===== src/rtl/alu_pkg.sv =====
`default_nettype none
//==============================================================================
// Module      : alu_pkg
// Description : Opcode constants and FSM state encoding shared by the ALU.
// Revision    : 1.0 - initial release
//==============================================================================
package alu_pkg;

    localparam logic [2:0] OP_AND = 3'b000;
    localparam logic [2:0] OP_OR  = 3'b001;
    localparam logic [2:0] OP_ADD = 3'b010;
    localparam logic [2:0] OP_MUL = 3'b011;
    localparam logic [2:0] OP_SLL = 3'b100;
    localparam logic [2:0] OP_SRL = 3'b101;
    localparam logic [2:0] OP_SUB = 3'b110;
    localparam logic [2:0] OP_SLT = 3'b111;

    typedef enum logic [1:0] {
        IDLE = 2'd0,
        MUL  = 2'd1,
        HOLD = 2'd2
    } state_t;

endpackage
`default_nettype wire


===== src/rtl/alu_mul_seq.sv =====
`default_nettype none
//==============================================================================
// Module      : alu_mul_seq
// Description : Iterative shift-add multiplier, one partial product per cycle.
// Revision    : 1.0 - initial release
//==============================================================================
module alu_mul_seq #(
    parameter int WIDTH = 32,
    parameter int CNT_W = $clog2(WIDTH) + 1
) (
    input  logic             clk,
    input  logic             rst_n,
    input  logic             start,
    input  logic [WIDTH-1:0] a,
    input  logic [WIDTH-1:0] b,
    output logic             done,
    output logic [WIDTH-1:0] product
);

    localparam logic [CNT_W-1:0] c_cnt_last = CNT_W'(WIDTH - 1);

    logic [WIDTH-1:0] r_mcand;
    logic [WIDTH-1:0] r_mplier;
    logic [WIDTH-1:0] r_acc;
    logic [CNT_W-1:0] r_cnt;
    logic             r_busy;
    logic [WIDTH-1:0] w_acc_next;
    logic             w_last;

    assign w_acc_next = r_acc + (r_mplier[0] ? r_mcand : '0);
    assign w_last     = (r_cnt == c_cnt_last);

    // The final iteration's sum is presented directly so the consumer can
    // capture it on the same edge that completes the last step.
    assign done    = r_busy && w_last;
    assign product = w_acc_next;

    always_ff @(posedge clk or negedge rst_n) begin
        if (!rst_n) begin
            r_mcand  <= '0;
            r_mplier <= '0;
            r_acc    <= '0;
            r_cnt    <= '0;
            r_busy   <= 1'b0;
        end else if (start) begin
            r_mcand  <= a;
            r_mplier <= b;
            r_acc    <= '0;
            r_cnt    <= '0;
            r_busy   <= 1'b1;
        end else if (r_busy) begin
            r_mcand  <= r_mcand << 1;
            r_mplier <= r_mplier >> 1;
            r_acc    <= w_acc_next;
            r_cnt    <= r_cnt + 1'b1;
            if (w_last) begin
                r_busy <= 1'b0;
            end
        end
    end

endmodule
`default_nettype wire


===== src/rtl/alu_mc.sv =====
`default_nettype none
//==============================================================================
// Module      : alu_mc
// Description : Multi-cycle ALU with valid/ready handshake and iterative MUL.
// Revision    : 1.0 - initial release
//==============================================================================
module alu_mc
    import alu_pkg::*;
#(
    parameter int WIDTH = 32,
    parameter int CNT_W = $clog2(WIDTH) + 1
) (
    input  logic             clk,
    input  logic             rst_n,
    input  logic             in_valid,
    output logic             in_ready,
    input  logic [WIDTH-1:0] a,
    input  logic [WIDTH-1:0] b,
    input  logic [2:0]       operation,
    output logic             out_valid,
    input  logic             out_ready,
    output logic [WIDTH-1:0] result,
    output logic             zero,
    output logic             overflow
);

    localparam int SH_W = $clog2(WIDTH);

    state_t           r_state;
    state_t           w_state_next;
    logic [WIDTH-1:0] r_result;
    logic             r_zero;
    logic             r_overflow;

    logic             w_fire;
    logic             w_mul_start;
    logic             w_mul_done;
    logic [WIDTH-1:0] w_mul_prod;
    logic [WIDTH-1:0] w_sum;
    logic [WIDTH-1:0] w_diff;
    logic [SH_W-1:0]  w_shamt;
    logic [WIDTH-1:0] w_alu_res;
    logic             w_alu_ovf;

    assign in_ready    = (r_state == IDLE);
    assign out_valid   = (r_state == HOLD);
    assign result      = r_result;
    assign zero        = r_zero;
    assign overflow    = r_overflow;

    assign w_fire      = in_valid && in_ready;
    assign w_mul_start = w_fire && (operation == OP_MUL);
    assign w_sum       = a + b;
    assign w_diff      = a - b;
    assign w_shamt     = b[SH_W-1:0];

    alu_mul_seq #(
        .WIDTH (WIDTH),
        .CNT_W (CNT_W)
    ) u_mul (
        .clk     (clk),
        .rst_n   (rst_n),
        .start   (w_mul_start),
        .a       (a),
        .b       (b),
        .done    (w_mul_done),
        .product (w_mul_prod)
    );

    // SLT uses a true signed compare, so it stays correct when a-b overflows.
    always_comb begin
        w_alu_res = '0;
        w_alu_ovf = 1'b0;
        case (operation)
            OP_AND: w_alu_res = a & b;
            OP_OR:  w_alu_res = a | b;
            OP_ADD: begin
                w_alu_res = w_sum;
                w_alu_ovf = (a[WIDTH-1] == b[WIDTH-1]) && (w_sum[WIDTH-1] != a[WIDTH-1]);
            end
            OP_SLL: w_alu_res = a << w_shamt;
            OP_SRL: w_alu_res = a >> w_shamt;
            OP_SUB: begin
                w_alu_res = w_diff;
                w_alu_ovf = (a[WIDTH-1] != b[WIDTH-1]) && (w_diff[WIDTH-1] != a[WIDTH-1]);
            end
            OP_SLT: w_alu_res = {{(WIDTH-1){1'b0}}, ($signed(a) < $signed(b))};
            default: w_alu_res = '0;
        endcase
    end

    always_ff @(posedge clk or negedge rst_n) begin
        if (!rst_n) begin
            r_state <= IDLE;
        end else begin
            r_state <= w_state_next;
        end
    end

    always_comb begin
        w_state_next = r_state;
        case (r_state)
            IDLE: begin
                if (w_fire) begin
                    w_state_next = (operation == OP_MUL) ? MUL : HOLD;
                end
            end
            MUL: begin
                if (w_mul_done) begin
                    w_state_next = HOLD;
                end
            end
            HOLD: begin
                if (out_ready) begin
                    w_state_next = IDLE;
                end
            end
            default: w_state_next = IDLE;
        endcase
    end

    always_ff @(posedge clk or negedge rst_n) begin
        if (!rst_n) begin
            r_result   <= '0;
            r_zero     <= 1'b0;
            r_overflow <= 1'b0;
        end else if (w_fire && (operation != OP_MUL)) begin
            r_result   <= w_alu_res;
            r_zero     <= (w_alu_res == '0);
            r_overflow <= w_alu_ovf;
        end else if ((r_state == MUL) && w_mul_done) begin
            r_result   <= w_mul_prod;
            r_zero     <= (w_mul_prod == '0);
            r_overflow <= 1'b0;
        end
    end

endmodule
`default_nettype wire


===== config.mk =====
export PLATFORM = sky130hd
export DESIGN_NAME = alu_mc
export DESIGN_NICKNAME = d
export VERILOG_FILES = /design/src/rtl/alu_pkg.sv /design/src/rtl/alu_mul_seq.sv /design/src/rtl/alu_mc.sv
export SDC_FILE = /design/constraint.sdc
export NUM_CORES = 1
export LEC_CHECK = 0
export CAP_MARGIN = 20
export CORE_MARGIN = 5
export CORE_UTILIZATION = 40
export DETAILED_ROUTE_END_ITERATION = 7
export SETUP_SLACK_MARGIN = 0.2
export SYNTH_ARGS = -nofsm -noshare
export SYNTH_HDL_FRONTEND = slang
export SYNTH_SLANG_ARGS = --single-unit

===== constraint.sdc =====
create_clock -name clk -period 3.5 [get_ports clk]
set_input_delay 0.7 -clock clk [delete_from_list [all_inputs] [get_ports clk]]
set_output_delay 0.7 -clock clk [all_outputs]
set_load 0.05 [all_outputs]

==> key figures, run 1 <==
Run status
  • Outcome: complete, but fails checks
  • Failing checks: setup timing

Layout
  • Fill cell count: 3475
  • Final instance area: 26500 um2
  • Final #Nets: 3099
  • Share of cells above drive strength 1: 40.3%
  • Syn-to-layout area delta: 59.8%

Synthesis
  • Post-synth EDFFs: 0
  • Synth Cell Area: 16600 um2
  • Mean Syn Cell Area: 7.85 um2
  • Post-synth ARST share: 100%
  • Yosys top cell by area: dfrtp_1
  • Yosys warnings: 0
  • Ys flop type: dfrtp_1
  • Largest cells by area after synthesis: dfrtp_1, mux2i_1, ha_1
  • Post-synth top area share: 21.0%
  • Seq/Total Area, Yosys: 21.0%
  • Post-synthesis cell count: 2112
  • Mapped Nets: 2318
  • Netlist cell types: 90
  • Post-synthesis register bit count: 139

Routing
  • Routed length per instance: 23.5 um
  • DRC viols: 0
  • ANT nets after route: 0
  • DR vias/cell: 5.79
  • Routed wire length: 80900 um
  • Initial DRC Count: 1834
  • Vias: 19900
  • Drt pass-1 iters: 7

Worst setup path
  • Critical path origin: u_mul.r_mplier[0]$_DFFE_PN0P_
  • Reg-to-reg startpoint: u_mul.r_mplier[0]$_DFFE_PN0P_
  • Worst R2R Path Depth: 18
  • Crit-path max FO: 3
  • Worst setup EP type: flip-flop
  • WS Path Type: flip-flop to flip-flop
  • Crit path DAT: 4.39 ns
  • WP data required: 3.92 ns
  • Startpoint Class: flip-flop
  • Worst reg2reg path endpoint: zero$_DFFE_PN0P_
  • Flop-to-flop setup slack: -0.47 ns
  • Worst setup path end: zero$_DFFE_PN0P_

CTS
  • Clock tree buffer depth: 2
  • H-Tree Depth: 4
  • Later-pin clock latency in the skew report: 0.49 ns
  • CTS tree: yes
  • Hold_buf cts: 0
  • Root buf cell: clkbuf_16
  • Clk slew on worst S/H paths: 0.07 ns
  • Num CTS Buffers: 17
  • Num Clock Sinks: 139

Placed design
  • IO buf count: 106
  • Placed Area: 23400 um2
  • GPL Wtd Cong: 1.01
  • Post-DP HPWL: 62500 um
  • Worst slack, placed: -1.23 ns

Timing
  • TNS Setup: -1.48 ns
  • Fmax achieved: 0.252 GHz
  • Tcrit/Tclk final: 114%
  • Setup ws final: -0.475 ns
  • Max_slew headroom: 45.9%
  • Hold_ws: 0.206 ns
  • Clock Skew: 0.0112 ns
  • Final hold violations: 0
  • Unrepaired setup endpoints after global routing: yes
  • Final setup viols: 7
  • Worst-Margin Slew: 0.810 ns
  • Post-layout min period: 3.97 ns
  • Slew Limit Fails: 0

Global routing
  • Initial antenna violation count: 3
  • Gr usage total: 34.5%
  • Vias in the first global route: 20100
  • Global-route wire length before repair: 120000 um
  • Largest net degree at the start of global routing: 113
  • Global route total overflow: 0

Pwr
  • Leak Pwr: 11.4 nW
  • Peak supply drop: 0.000287 V
  • Cell Pwr Density: 249 nW/um2

Floorplanning
  • Initial core utilization: 40.5%
  • Die X: 214 um
  • Io pins: 107
  • Vert. Die Dim: 214 um
  • Core box area: 40900 um2
  • Die area: 45600 um2
  • Cell Rows: 74

Hold path
  • Hold Path Class: input port to asynchronous set/reset pin

Job
  • Max Cap Viol: 0
-- layout make-up --
type / count / area, um2 / area share [%]
clock buffers: 18 / 429 / 1.62
multi-input cells: 1703 / 13700 / 51.8
flip-flops and latches: 139 / 3480 / 13.1
well taps: 532 / 666 / 2.51
diodes: 2 / 5.00 / 0.0189
clock inverters: 14 / 181 / 0.685
inverters: 132 / 526 / 1.98
repair buffers: 900 / 7480 / 28.2
-- registers in the layout (all words and copies together) (netlist names) --
| signal | cells |
|---|---|
| overflow | 1 |
| r_state | 2 |
| result | 32 |
| u_mul.r_acc | 32 |
| u_mul.r_busy | 1 |
| u_mul.r_cnt | 6 |
| u_mul.r_mcand | 32 |
| u_mul.r_mplier | 32 |
| zero | 1 |
-- cells in the mapped netlist (19+ instances only) --
library cell,count
a211oi_1,43
a21o_1,28
a21oi_1,135
a22oi_1,25
a31oi_1,19
and2_1,40
and3_1,20
clkbuf_1,100
dfrtp_1,139
ha_1,132
inv_1,131
mux2_2,29
mux2i_1,175
mux4_2,22
nand2_1,201
nand3_1,35
nand4_1,19
nor2_1,207
nor3_1,26
o211ai_1,23
o21ai_0,177
o22ai_1,21
xnor2_1,45
-- stage by stage --
step	std cells	util, %	total power [W]
finish	3440	64.7	0.00660
global route	3438	64.7	0.00683
floorplan	2112	-	0.00274
CTS	3427	62.9	0.00644
global placement	3327	57.3	0.00417
detailed placement	3327	57.3	0.00418
-- metal layers --
| metal | vias up | track usage, % | routed length (um) |
|---|---|---|---|
| met2 | 821 | 56.6 | 37600 |
| li1 | 9287 | - | - |
| met3 | 201 | 6.79 | 5160 |
| met4 | 0 | 14.8 | 3600 |
| met5 | - | 0 | 0 |
| met1 | 9602 | 44.6 | 34500 |
-- where the power goes --
part	total, W	leakage, nW	switching (W)	internal [W]
registers	0.00161	1.33	0	0.00161
clock network	0.00200	0.290	0.000868	0.00113
logic	0.00299	9.75	0.00157	0.00142
-- cell families after synthesis --
family	count (synthesis)	share of synthesized area (%)
compound gates	643	25.5
xor+xnor	57	3.01
fa+ha+maj	135	10.3
buf+inv	270	6.60
flops	139	21.0
mux	227	15.6
simple gates	641	18.0
-- worst max-delay path, stage by stage, from the launching register on --
cell	delay, ns
dfrtp_1	0.39
and2_4	0.17
ha_4	0.16
fa_2	0.37
a21oi_4	0.18
nor2_4	0.07
o31ai_4	0.22
a21oi_4	0.11
o41ai_4	0.23
buf_4	0.20
o31ai_4	0.07
xor2_2	0.18
or4b_4	0.56
nor4_2	0.15
buf_4	0.16
nand4_1	0.16
nor4_4	0.24
buf_4	0.17
a31o_1	0.13
-- worst min path at each step --
stage | start | endpoint | slack (ns)
floorplan | rst_n | overflow$_DFFE_PN0P_ | 0.40
global placement | result[1]$_DFFE_PN0P_ | result[1]$_DFFE_PN0P_ | 0.48
detailed placement | result[16]$_DFFE_PN0P_ | result[16]$_DFFE_PN0P_ | 0.48
CTS | rst_n | u_mul.r_acc[5]$_DFFE_PN0P_ | 0.23
global route | rst_n | u_mul.r_acc[4]$_DFFE_PN0P_ | 0.26
finish | rst_n | u_mul.r_acc[4]$_DFFE_PN0P_ | 0.21
-- what timing repair did --
item                       CTS  global route
setup buffers               68            10
pin swaps                   84            51
setup endpoints to repair   38            32
resized for setup          337           131
-- cells in the final DEF (no fill, tap or decap), types with 21 or more instances in the layout --
| cell | synthesis | layout |
|---|---|---|
| nand3_1 | 35 | 28 |
| ha_1 | 132 | 76 |
| inv_1 | 131 | 99 |
| mux4_2 | 22 | 22 |
| inv_2 | 0 | 23 |
| and2_1 | 40 | 33 |
| o21ai_0 | 177 | 149 |
| nor2_1 | 207 | 190 |
| nor3_1 | 26 | 23 |
| a21o_1 | 28 | 28 |
| clkdlybuf4s50_1 | 0 | 63 |
| o211ai_1 | 23 | 23 |
| buf_4 | 4 | 716 |
| mux2i_1 | 175 | 175 |
| a21oi_1 | 135 | 101 |
| a21oi_2 | 1 | 28 |
| xnor2_1 | 45 | 36 |
| a211oi_1 | 43 | 31 |
| a22oi_1 | 25 | 21 |
| buf_6 | 6 | 71 |
| ha_4 | 0 | 45 |
| dfrtp_1 | 139 | 138 |
| mux2_2 | 29 | 29 |
| nand2_1 | 201 | 198 |
(Power assumes the default switching activity.)
==> run 2: changes to the inputs <==
Clock period 3.5 ns to 4 ns, I/O delays scaled along.
==> run 2 against run 1 <==
Against the previous run:
- the run still ends with setup timing left
- worst setup slack better by 0.27 ns
- register-to-register slack better by 0.27 ns
- global-route usage fell by 1.3 points
- clock skew up 0.011 ns
- sequential power fell by 13%
- flip-flop and latch count unchanged
- fmax fell by 5.5%
- cell area is 7.3% lower
- routed wire length fell by 3.8%
- highest routed layer is now met5
==> key figures, run 2 (synthesized netlist as in run 1, its figures left out) <==
Run status
  • Outcome: complete, but fails checks
  • Failing checks: setup timing

Layout
  • Syn-to-layout area delta: 48.1%
  • Commonest cells after routing, fill and taps aside: buf_4, nand2_1, nor2_1
  • Most common cell after layout, fill and taps aside: buf_4
  • Final instance area: 24500 um2 (-7.3%)
  • Multi-input gate area: 13100 um2 (-4.7%)
  • Final #Nets: 2958 (-4.5%)
  • Register area: 3480 um2 (unchanged)
  • Post-layout util: 60.0% (-4.8 points)
  • Share of cells above drive strength 1: 34.0% (-6.3 points)
  • Ant diodes: 0 (-2)
  • Fill cell count: 3739 (+7.6%)

Global routing
  • Global-route wire length before repair: 115000 um (-3.9%)
  • GRT met2 Usage: 54.7% (-1.9 points)
  • Met1 global-route usage: 44.0% (-0.54 points)
  • Largest net degree at the start of global routing: 86 (-24%)
  • Grt met3 use: 5.81% (-0.98 points)
  • Vias in the first global route: 19100 (-4.8%)
  • Gr usage total: 33.2% (-1.3 points)
  • Initial antenna violation count: 2 (-1)
  • Global route total overflow: 0 (unchanged)
  • Gr busiest metal: met2

CTS
  • Clock tree buffer depth: 2 (unchanged)
  • CTS tree: yes
  • Root buf cell: clkbuf_16
  • Later-pin clock latency in the skew report: 0.49 ns (about the same)
  • Clk slew on worst S/H paths: 0.08 ns (about the same)
  • Hold_buf cts: 0 (unchanged)
  • Num Clock Sinks: 139 (unchanged)
  • Num CTS Buffers: 17 (unchanged)
  • H-Tree Depth: 4 (unchanged)

Routing
  • ANT nets after route: 0 (unchanged)
  • Vias: 19200 (-3.5%)
  • Drt pass-1 iters: 8 (+1)
  • Routed wire length: 77800 um (-3.8%)
  • Initial DRC Count: 1757 (-4.2%)
  • DRC viols: 0 (unchanged)
  • Routed length per instance: 23.6 um (+0.36%)
  • DR vias/cell: 5.83 (+0.72%)

Worst setup path
  • Critical path origin: u_mul.r_mcand[0]$_DFFE_PN0P_
  • WP data required: 4.44 ns (+0.52 ns)
  • Crit path DAT: 4.64 ns (+0.25 ns)
  • Most repeated library cell on the critical path: buf_4
  • Crit-path max FO: 2 (-1)
  • Reg-to-reg startpoint: u_mul.r_mcand[0]$_DFFE_PN0P_
  • CP max stage delay: 0.55 ns (about the same)
  • CP Cell Sequence: and2_4 > ha_4 > fa_2 > a21oi_4 > nor2_4 > o31ai_4 > a21oi_2 > o41ai_2 > buf_4 > o31ai_4 > xor2_2 > or4b_4 > nor4_4 > buf_4 > nand4_1 > nor4_4 > buf_4 > a31o_1
  • Slowest cell on crit path: or4b_4
  • Worst setup EP type: flip-flop
  • WS Path Type: flip-flop to flip-flop
  • Startpoint Class: flip-flop

Timing
  • Fmax achieved: 0.238 GHz (-5.5%)
  • Setup ws final: -0.207 ns (+0.268 ns)
  • Post-layout min period: 4.21 ns (+0.232 ns)
  • Max_slew headroom: 33.4% (-12 points)
  • TNS Setup: -0.207 ns (+1.27 ns)
  • Tcrit/Tclk final: 105% (-8.4 points)
  • Unrepaired setup endpoints after global routing: yes
  • Final hold violations: 0 (unchanged)
  • Worst-Margin Slew: 0.984 ns (+0.175 ns)
  • Slew Limit Fails: 0 (unchanged)
  • Clock Skew: 0.0222 ns (+0.0110 ns)
  • Final setup viols: 1 (-6)

Pwr
  • Power, Total: 0.00553 W (-16%)
  • Cell Pwr Density: 225 nW/um2 (-9.6%)
  • Leak Pwr: 10.6 nW (-6.8%)
  • Peak supply drop: 0.000253 V (-12%)

Floorplanning
  • Io pins: 107 (unchanged)
  • Vert. Die Dim: 214 um (unchanged)
  • Die area: 45600 um2 (unchanged)
  • Initial core utilization: 40.5% (unchanged)
  • Cell Rows: 74 (unchanged)
  • Die X: 214 um (unchanged)
  • Core box area: 40900 um2 (unchanged)

Placed design
  • Worst slack, placed: -0.931 ns (+0.301 ns)
  • IO buf count: 106 (unchanged)
  • Placed Area: 22600 um2 (-3.6%)
  • Post-DP HPWL: 61500 um (-1.7%)
  • GPL Wtd Cong: 0.991 (-1.4%)

Job
  • Max Cap Viol: 0 (unchanged)

Hold path
  • Hold Path Class: input port to asynchronous set/reset pin
run 2: cell count changes in the layout (fill, tap and decap cells not counted), moves of 6 or more:
cell | previous run | this run
a21oi_1 | 101 | 116
a21oi_2 | 28 | 18
buf_12 | 16 | 10
buf_4 | 716 | 624
buf_6 | 71 | 21
clkdlybuf4s50_1 | 63 | 73
dlygate4sd2_1 | 13 | 2
dlymetal6s2s_1 | 8 | 16
ha_1 | 76 | 101
ha_4 | 45 | 25
inv_1 | 99 | 105
o21ai_0 | 149 | 158
run 2: worst paths after layout:
path,depth (start not counted),slack (ns),endpoint
max,18,-0.21,zero$_DFFE_PN0P_
min,1,0.29,result[4]$_DFFE_PN0P_
min reg2reg,2,0.49,result[1]$_DFFE_PN0P_
min in group clk,2,0.49,result[1]$_DFFE_PN0P_
max reg2reg,18,-0.21,zero$_DFFE_PN0P_
max in group asynchronous,2,2.71,u_mul.r_mplier[24]$_DFFE_PN0P_
run 2: where the power goes:
part	switching [W]	internal, W
combinational	0.00128	0.00108
sequential	0	0.00140
clock	0.000804	0.000955
run 2: worst max-delay path: cells and delay by family, from the launching register on:
kind / cells / cell delay (ns)
adders and majority gates: 2 / 0.53
DFF: 1 / 0.39
AOI/OAI and AO/OA: 6 / 1.00
xor gates and xnor gates: 1 / 0.17
and+or+nand+nor: 6 / 1.50
buffers and inverters: 3 / 0.53
run 2: area by class of cell:
| type | instances | area share [%] |
|---|---|---|
| Clock buffer | 17 | 1.73 |
| Clock inverter | 15 | 0.821 |
| Inverter | 132 | 2.06 |
| Multi-Input combinational cell | 1703 | 53.3 |
| Sequential cell | 139 | 14.2 |
| Tap cell | 532 | 2.71 |
| Timing Repair Buffer | 759 | 25.2 |
run 2: through the flow:
step,hold slack [ns],cells
2_1_floorplan,0.491,2112
3_3_place_gp,0.467,3231
3_5_place_dp,0.481,3231
4_1_cts,0.273,3283
5_1_grt,0.320,3297
6_report,0.286,3297
run 2: what timing repair did:
item | 4_1_cts | 5_1_grt
gates resized for setup | 128 | 134
endpoints found under the setup margin | 17 | 21
buffers inserted | 19 | 14
pin swaps | 66 | 64
cloned | 1 | 0
run 2: per-layer routing:
metal	vias up	routed length (um)	share of wire, %
met2	746	36300	47
met4	4	3280	4.2
met3	181	5210	6.7
met1	9312	33000	42
li1	8978	-	-
met5	-	27	0.035
